## src/rtl/demultiplexer_router_if.sv

```systemverilog
// Stream bundle for demultiplexer_router: one valid/ready input, four valid/ready outputs.
// Optional per-channel statistics ports appear when DEMUX_STAT_EN is defined.
interface demultiplexer_router_if #(
    parameter int DATA_W = 8
);
    logic              in_valid;
    logic              in_ready;
    logic [DATA_W-1:0] in_data;
    logic [1:0]        inx_sel;
    logic [3:0]        out_valid;
    logic [3:0]        out_ready;
    logic [DATA_W-1:0] out_data_0;
    logic [DATA_W-1:0] out_data_1;
    logic [DATA_W-1:0] out_data_2;
    logic [DATA_W-1:0] out_data_3;
`ifdef DEMUX_STAT_EN
    logic [15:0]       stat_cnt_0;
    logic [15:0]       stat_cnt_1;
    logic [15:0]       stat_cnt_2;
    logic [15:0]       stat_cnt_3;

    modport slave (
        input  in_valid, in_data, inx_sel, out_ready,
        output in_ready, out_valid, out_data_0, out_data_1, out_data_2, out_data_3,
        output stat_cnt_0, stat_cnt_1, stat_cnt_2, stat_cnt_3
    );
    modport master (
        output in_valid, in_data, inx_sel, out_ready,
        input  in_ready, out_valid, out_data_0, out_data_1, out_data_2, out_data_3,
        input  stat_cnt_0, stat_cnt_1, stat_cnt_2, stat_cnt_3
    );
`else
    modport slave (
        input  in_valid, in_data, inx_sel, out_ready,
        output in_ready, out_valid, out_data_0, out_data_1, out_data_2, out_data_3
    );
    modport master (
        output in_valid, in_data, inx_sel, out_ready,
        input  in_ready, out_valid, out_data_0, out_data_1, out_data_2, out_data_3
    );
`endif
endinterface

```

## src/rtl/demultiplexer_router.sv

```systemverilog
// 1-to-4 routing demultiplexer with a small FIFO per output channel.
// Define DEMUX_STAT_EN to add saturating per-channel accepted-word counters.
module demultiplexer_router #(
    parameter int DATA_W = 8,
    parameter int DEPTH  = 2
) (
    input  logic                  clk,
    input  logic                  rst_n,
    demultiplexer_router_if.slave bus
);
    localparam int NCH = 4;
    localparam int PW  = $clog2(DEPTH);
    localparam int CW  = PW + 1;

    logic [NCH-1:0]             w_full;
    logic [NCH-1:0]             w_vld;
    logic [NCH-1:0]             w_push;
    logic [NCH-1:0][DATA_W-1:0] w_head;
`ifdef DEMUX_STAT_EN
    logic [NCH-1:0][15:0]       w_stat;
`endif

    // A full channel refuses input even if it pops this cycle: no full pass-through.
    assign bus.in_ready = ~w_full[bus.inx_sel];

    for (genvar k = 0; k < NCH; k++) begin : gen_ch
        logic [CW-1:0]                 r_cnt;
        logic [PW-1:0]                 r_wr;
        logic [PW-1:0]                 r_rd;
        logic [DEPTH-1:0][DATA_W-1:0]  r_mem;
        logic                          w_pop;

        assign w_full[k] = (r_cnt == CW'(DEPTH));
        assign w_vld[k]  = (r_cnt != '0);
        assign w_push[k] = bus.in_valid & ~w_full[k] & (bus.inx_sel == 2'(k));
        assign w_pop     = w_vld[k] & bus.out_ready[k];
        assign w_head[k] = r_mem[r_rd];

        always_ff @(posedge clk) begin
            if (!rst_n) begin
                r_cnt <= '0;
                r_wr  <= '0;
                r_rd  <= '0;
                r_mem <= '0;
            end else begin
                if (w_push[k]) begin
                    r_mem[r_wr] <= bus.in_data;
                    r_wr        <= r_wr + PW'(1);
                end
                if (w_pop) r_rd <= r_rd + PW'(1);
                case ({w_push[k], w_pop})
                    2'b10:   r_cnt <= r_cnt + CW'(1);
                    2'b01:   r_cnt <= r_cnt - CW'(1);
                    default: r_cnt <= r_cnt;
                endcase
            end
        end

`ifdef DEMUX_STAT_EN
        logic [15:0] r_stat;
        always_ff @(posedge clk) begin
            if (!rst_n)                               r_stat <= '0;
            else if (w_push[k] && r_stat != 16'hFFFF) r_stat <= r_stat + 16'd1;
        end
        assign w_stat[k] = r_stat;
`endif
    end

    assign bus.out_valid  = w_vld;
    assign bus.out_data_0 = w_head[0];
    assign bus.out_data_1 = w_head[1];
    assign bus.out_data_2 = w_head[2];
    assign bus.out_data_3 = w_head[3];
`ifdef DEMUX_STAT_EN
    assign bus.stat_cnt_0 = w_stat[0];
    assign bus.stat_cnt_1 = w_stat[1];
    assign bus.stat_cnt_2 = w_stat[2];
    assign bus.stat_cnt_3 = w_stat[3];
`endif
endmodule
```

## src/flat_wrapper.sv

```systemverilog
// flat-port wrapper written by rule: the top's interface ports become plain ports
module demultiplexer_router_flat 
#(
    parameter int DATA_W = 8,
    parameter int DEPTH  = 2
)
  (clk, rst_n, bus_in_valid, bus_in_data, bus_inx_sel, bus_out_ready, bus_in_ready, bus_out_valid, bus_out_data_0, bus_out_data_1, bus_out_data_2, bus_out_data_3);
  demultiplexer_router_if #(.DATA_W(DATA_W)) bus_i ();
  input  logic clk;
  input  logic rst_n;
  input wire logic [$bits(bus_i.in_valid)-1:0] bus_in_valid;
  input wire logic [$bits(bus_i.in_data)-1:0] bus_in_data;
  input wire logic [$bits(bus_i.inx_sel)-1:0] bus_inx_sel;
  input wire logic [$bits(bus_i.out_ready)-1:0] bus_out_ready;
  output wire logic [$bits(bus_i.in_ready)-1:0] bus_in_ready;
  output wire logic [$bits(bus_i.out_valid)-1:0] bus_out_valid;
  output wire logic [$bits(bus_i.out_data_0)-1:0] bus_out_data_0;
  output wire logic [$bits(bus_i.out_data_1)-1:0] bus_out_data_1;
  output wire logic [$bits(bus_i.out_data_2)-1:0] bus_out_data_2;
  output wire logic [$bits(bus_i.out_data_3)-1:0] bus_out_data_3;
  assign bus_i.in_valid = bus_in_valid;
  assign bus_i.in_data = bus_in_data;
  assign bus_i.inx_sel = bus_inx_sel;
  assign bus_i.out_ready = bus_out_ready;
  assign bus_in_ready = bus_i.in_ready;
  assign bus_out_valid = bus_i.out_valid;
  assign bus_out_data_0 = bus_i.out_data_0;
  assign bus_out_data_1 = bus_i.out_data_1;
  assign bus_out_data_2 = bus_i.out_data_2;
  assign bus_out_data_3 = bus_i.out_data_3;
  demultiplexer_router #(.DATA_W(DATA_W), .DEPTH(DEPTH)) u_core (.clk(clk), .rst_n(rst_n), .bus(bus_i));
endmodule
```

## config.mk

```make
export PLATFORM = sky130hd
export DESIGN_NAME = demultiplexer_router_flat
export DESIGN_NICKNAME = d
export VERILOG_FILES = /design/src/rtl/demultiplexer_router_if.sv /design/src/rtl/demultiplexer_router.sv /design/src/flat_wrapper.sv
export SDC_FILE = /design/constraint.sdc
export NUM_CORES = 1
export LEC_CHECK = 0
export ABC_AREA = 1
export CAP_MARGIN = 30
export CELL_PAD_IN_SITES_DETAIL_PLACEMENT = 1
export CELL_PAD_IN_SITES_GLOBAL_PLACEMENT = 2
export CORE_MARGIN = 2
export CORE_UTILIZATION = 37
export DETAILED_ROUTE_END_ITERATION = 6
export DONT_BUFFER_PORTS = 1
export GPL_TIMING_DRIVEN = 0
export PLACE_DENSITY = 0.89
export SLEW_MARGIN = 25
export SYNTH_ARGS = -nofsm -noshare
export SYNTH_HDL_FRONTEND = slang
export SYNTH_SLANG_ARGS = --single-unit
```

## constraint.sdc

```tcl
create_clock -name clk -period 3 [get_ports clk]
set_input_delay 0.15 -clock clk [delete_from_list [all_inputs] [get_ports clk]]
set_output_delay 0.15 -clock clk [all_outputs]
set_load 0.005 [all_outputs]
```

# Word-level counts from Yosys, hierarchy flattened
# Index checks and enable logic that the tools add are counted.
# classes
n_shift,0
n_div,0
multipliers,0
mux,26
eq_ne,15
bitwise,17
reduce_logical,13
magnitude_cmp,13
add_sub_neg,16
# op_table
operator,count
8-bit two-way mux,12
16-bit bitwise mux,4
8-bit demux with 1-bit select,4
2-bit equality test (second input constant),10
1-bit by 2-bit less-than comparator with 1-bit output (second input constant),8
2-bit case mux with 2 select lines,4
2-bit nonzero test,8
1-bit AND,12
2-bit by 1-bit equality test with 1-bit output (second input constant),5
1-bit adder (second input constant),8
2-bit by 1-bit adder with 2-bit output (second input constant),4
2-bit by 1-bit subtractor with 2-bit output (second input constant),4
1-bit NOT,5
1-bit >= comparator (second input constant),4
1-bit logical AND,4
2-bit by 3-bit less-than comparator with 1-bit output (second input constant),1
1-bit binary-select mux with 2-bit select,1
2-bit zero test,1
1-bit two-way mux,1
# totals
n_memories,0
register_bits,80
romBits,0
mem_bits_rw,0
latch_bits,0
out_inout_bits,37

# Logic depth before layout (Yosys ltp)
# depth
word_depth,6
mapped_depth,10
depth_no_buf,10

# Least setup slack after synthesis
# Ideal clock, no wire load.
# synth_timing
path_type,reg2reg
startpoint,register u_core.gen_ch[3].r_cnt[0]
endpoint,register u_core.gen_ch[3].r_cnt[1]
required_ps,2887
synth_period_minus_slack_ps,1484
setup_ps,113
arrival_ps,1371
stages_incl_launch_ff,9
slack_ps,1516
cell_sequence,dfxtp_1 -> inv_1 -> nand2_1 -> nand3_4 -> ha_1 -> nor3_1 -> nand2_1 -> nand2_1 -> nor2_1
# synth_between
elab_chain_len,6
# synth_rtl
element,line,text
from (decl),demultiplexer_router.sv:27,logic [CW-1:0] r_cnt;
from (signal assigned),demultiplexer_router.sv:52,2'b10: r_cnt <= r_cnt + CW'(1);
from (signal assigned),demultiplexer_router.sv:53,2'b01: r_cnt <= r_cnt - CW'(1);
from (signal assigned),demultiplexer_router.sv:54,default: r_cnt <= r_cnt;
2-bit equality test,demultiplexer_router.sv:33,assign w_full[k] = (r_cnt == CW'(DEPTH));
1-bit NOT,demultiplexer_router.sv:35,assign w_push[k] = bus.in_valid & ~w_full[k] & (bus.inx_sel == 2'(k));
1-bit AND (2 in series),demultiplexer_router.sv:35,
2-bit by 1-bit equality test with 1-bit output / 2-bit equality test (equally long branches),demultiplexer_router.sv:51,"case ({w_push[k], w_pop})"
2-bit case mux with 2 select lines / 2-bit nonzero test (equally long branches),n/a,
# Several ways; a longest one is shown, not always the timed one.
# A chain may end at the register's enable or synchronous reset.

# Worst setup path after layout
# layout_timing
startpoint,register u_core.gen_ch[2].r_cnt[0]
endpoint,output bus_in_ready
# layout_between
elab_chain_len,4
# layout_rtl
element,line,text
from (decl),demultiplexer_router.sv:27,
from (signal assigned),demultiplexer_router.sv:52,
from (signal assigned),demultiplexer_router.sv:53,
from (signal assigned),demultiplexer_router.sv:54,
2-bit equality test,demultiplexer_router.sv:33,
1-bit binary-select mux with 2-bit select,demultiplexer_router.sv:24,assign bus.in_ready = ~w_full[bus.inx_sel];
1-bit two-way mux (implied by the code),demultiplexer_router.sv:24,
1-bit NOT,demultiplexer_router.sv:24,
to (decl),flat_wrapper.sv:15,output wire logic [$bits(bus_i.in_ready)-1:0] bus_in_ready;
# No other way between the ends. The select of a mux whose other input is x is not followed.

==> impl_metrics.env <==
export IMPL_synth_seq_area_share=0.404
export IMPL_cts_tree="yes"
export IMPL_track_usage=0.215
export IMPL_viasPerCell=5.06
export IMPL_gp_congestion=0.775
export IMPL_ys_seq_elements=80
export IMPL_clk_latency_ps=370
export IMPL_rows=37
export IMPL_netlist_area_mm2=0.00396
export IMPL_wl_per_cell_um=15.7
export IMPL_synthTopCellsByArea="dfxtp_1, nand2_1, nor2_1"
export IMPL_htree_levels=3
export IMPL_yosysTopAreaCellShare=0.404
export IMPL_grt_max_degree=14
export IMPL_ys_flop_type="dfxtp_1"
export IMPL_grt_pass1_vias=3852
export IMPL_required_ps=2850
export IMPL_numCtsBuffers=9
export IMPL_path_clk_slew_ps=90
export IMPL_start_util=0.382
export IMPL_grt_pass1_wl_um=19000
export IMPL_async_reset_ff_frac=0
export IMPL_r2r_end="u_core.gen_ch[3].r_cnt[1]$_SDFFE_PN0P_"
export IMPL_crit_start="u_core.gen_ch[2].r_cnt[0]$_SDFFE_PN0P_"
export IMPL_setup_tns_final_ps=0
export IMPL_ant_nets=0
export IMPL_dr_pass1_iters=4
export IMPL_diodes=0
export IMPL_hpwl_um=8430
export IMPL_cts_root_buffer="clkbuf_8"
export IMPL_hold_depth=2
export IMPL_ys_types=26
export IMPL_tightest_slew_ps=579
export IMPL_ios=54
export IMPL_setup_violations=0
export IMPL_synthesis_nets=613
export IMPL_io_buffers=0
export IMPL_crit_buf_inv=2
export IMPL_worst_path_stages=5
export IMPL_core_mm2=0.0104
export IMPL_yosys_area_top_type="dfxtp_1"
export IMPL_avgSynthCellArea_um2=6.69
export IMPL_timing_rr_start="u_core.gen_ch[3].r_cnt[0]$_SDFFE_PN0P_"
export IMPL_synthCells=592
export IMPL_die_w_um=107
export IMPL_cts_path_max_buffers=2
export IMPL_critPathTopFamily="compound AO/OA/AOI/OAI gates"
export IMPL_path_cells="inv_1 > a21oi_4 > buf_4 > nor2_1 > a21oi_1"
export IMPL_fin_crit_sh=0.628
export IMPL_end_kind="output port"
export IMPL_p_leak_nw=1.97
export IMPL_rsz0062_at_grt="no"
export IMPL_area_growth_pct=11.9
export IMPL_hp_class="primary input to flop"
export IMPL_drv_cap=0
export IMPL_drt_iter0_markers=92
export IMPL_grt_ovfl_total=0
export IMPL_fin_worst_skew_ps=11.4
export IMPL_timing_hold_ws_ps=37.7
export IMPL_ir_drop_v=0.000182
export IMPL_cp_max_fo=10
export IMPL_die_height_um=107
export IMPL_min_to="u_core.gen_ch[2].r_rd$_SDFFE_PN0P_"
export IMPL_crit_type="flop to output port"
export IMPL_drive_gt1_frac=0.0795
export IMPL_critPathSlowestCell="dfxtp_1"
export IMPL_fmax_mhz=530
export IMPL_status="finished, final reports clean"
export IMPL_synth_edf_count=0
export IMPL_routed_wl_um=11800
export IMPL_reg2regPathDepth=8
export IMPL_layout_nets=632
export IMPL_cts_sinks=80
export IMPL_worstHoldStart="bus_out_ready[2]"
export IMPL_finalCriticalPeriod_ps=1890
export IMPL_maxSlewHeadroom=0.614
export IMPL_yosysMostFrequentCell="nand2_1"
export IMPL_dieArea_mm2=0.0115
export IMPL_cp_arrival_ps=1740
export IMPL_yosysWarnings=0
export IMPL_detailroute_via_count=3806
export IMPL_synth_top_cells_by_count="nand2_1, nor2_1, dfxtp_1"
export IMPL_antenna_found_initial=0
export IMPL_power_density_mw_per_mm2=547
export IMPL_critPathLaunchType="flop"
export IMPL_slew_violations=0
export IMPL_finalHoldViolCount=0
export IMPL_cpPeakStageDelay_ps=420
export IMPL_drc=0
export IMPL_rrSetupSlack_ps=1320
==> state kept, by name (all words and copies together) (netlist names) <==
signal               count
u_core.gen_ch.r_cnt      8
u_core.gen_ch.r_mem     64
u_core.gen_ch.r_rd       4
u_core.gen_ch.r_wr       4
==> stage by stage <==
stage          worst slack [ps]  power, mW  utilization  instances  area (µm²)
3_3_place_gp               1400       1.52        0.398        728        4130
5_1_grt                     975       2.55        0.427        752        4430
4_1_cts                    1090       2.45        0.427        752        4430
6_report                   1110       2.42        0.427        752        4430
3_5_place_dp               1320       1.54        0.398        728        4130
2_1_floorplan              1520       1.44            -        592        3960
==> area by class of cell <==
class                      count  area [µm²]
clock buffer                  10         138
fill                        1371        5940
clock inverter                 6        82.6
buffer                        27         163
tap                          136         170
sequential                    80        1600
multi-input combinational    439        2020
timing repair buffer           8        80.1
inverter                      46         174
==> cells in the final DEF (no fill, tap or decap), types with 5 or more instances in the layout <==
master	Yosys	final
nand2_1	183	183
nor2_1	142	142
dfxtp_1	80	80
nand4_1	48	48
inv_1	41	41
o21ai_0	20	20
a21oi_1	14	14
clkbuf_8	1	11
clkbuf_1	8	8
dlygate4sd3_1	0	8
nor2_4	7	7
buf_2	5	5
buf_1	5	5
==> how the worst max path moves through the flow <==
stage,to,slack (ps)
CTS,bus_in_ready,1090
detailed placement,u_core.gen_ch[3].r_cnt[1]$_SDFFE_PN0P_,1320
floorplan,u_core.gen_ch[3].r_cnt[1]$_SDFFE_PN0P_,1520
finish,bus_in_ready,1110
global route,bus_in_ready,980
global placement,u_core.gen_ch[3].r_cnt[1]$_SDFFE_PN0P_,1400
==> timing repair <==
| action | CTS | global route |
|---|---|---|
| endpoints found under the hold margin | 16 | 0 |
| resized for setup | 0 | 0 |
| hold buffers | 8 | 0 |
| setup buffers | 0 | 0 |
==> metal layers <==
layer	track usage	vias up	routed length, µm	share of wire
li1	-	1908	-	-
met1	0.260	1824	5360	0.45
met2	0.380	59	5750	0.49
met3	0.0369	15	452	0.038
met4	0.0833	0	220	0.019
met5	0	-	0	0
==> power breakdown <==
group	leakage (nW)	internal, mW	switching, mW
Sequential	0.650	1.11	0.0350
Combinational	1.21	0.114	0.261
Clock	0.112	0.487	0.414
Total	1.97	1.71	0.710
==> cells by family (layout without fill, tap and decap cells) <==
family          after synthesis  in the layout  synth area share
simple gates                394            394             0.435
compound gates               41             41            0.0629
fa+ha+maj                     4              4            0.0126
buf+inv                      73             97            0.0850
flops                        80             80             0.404
No activity file was read; power rests on OpenSTA's default activity.
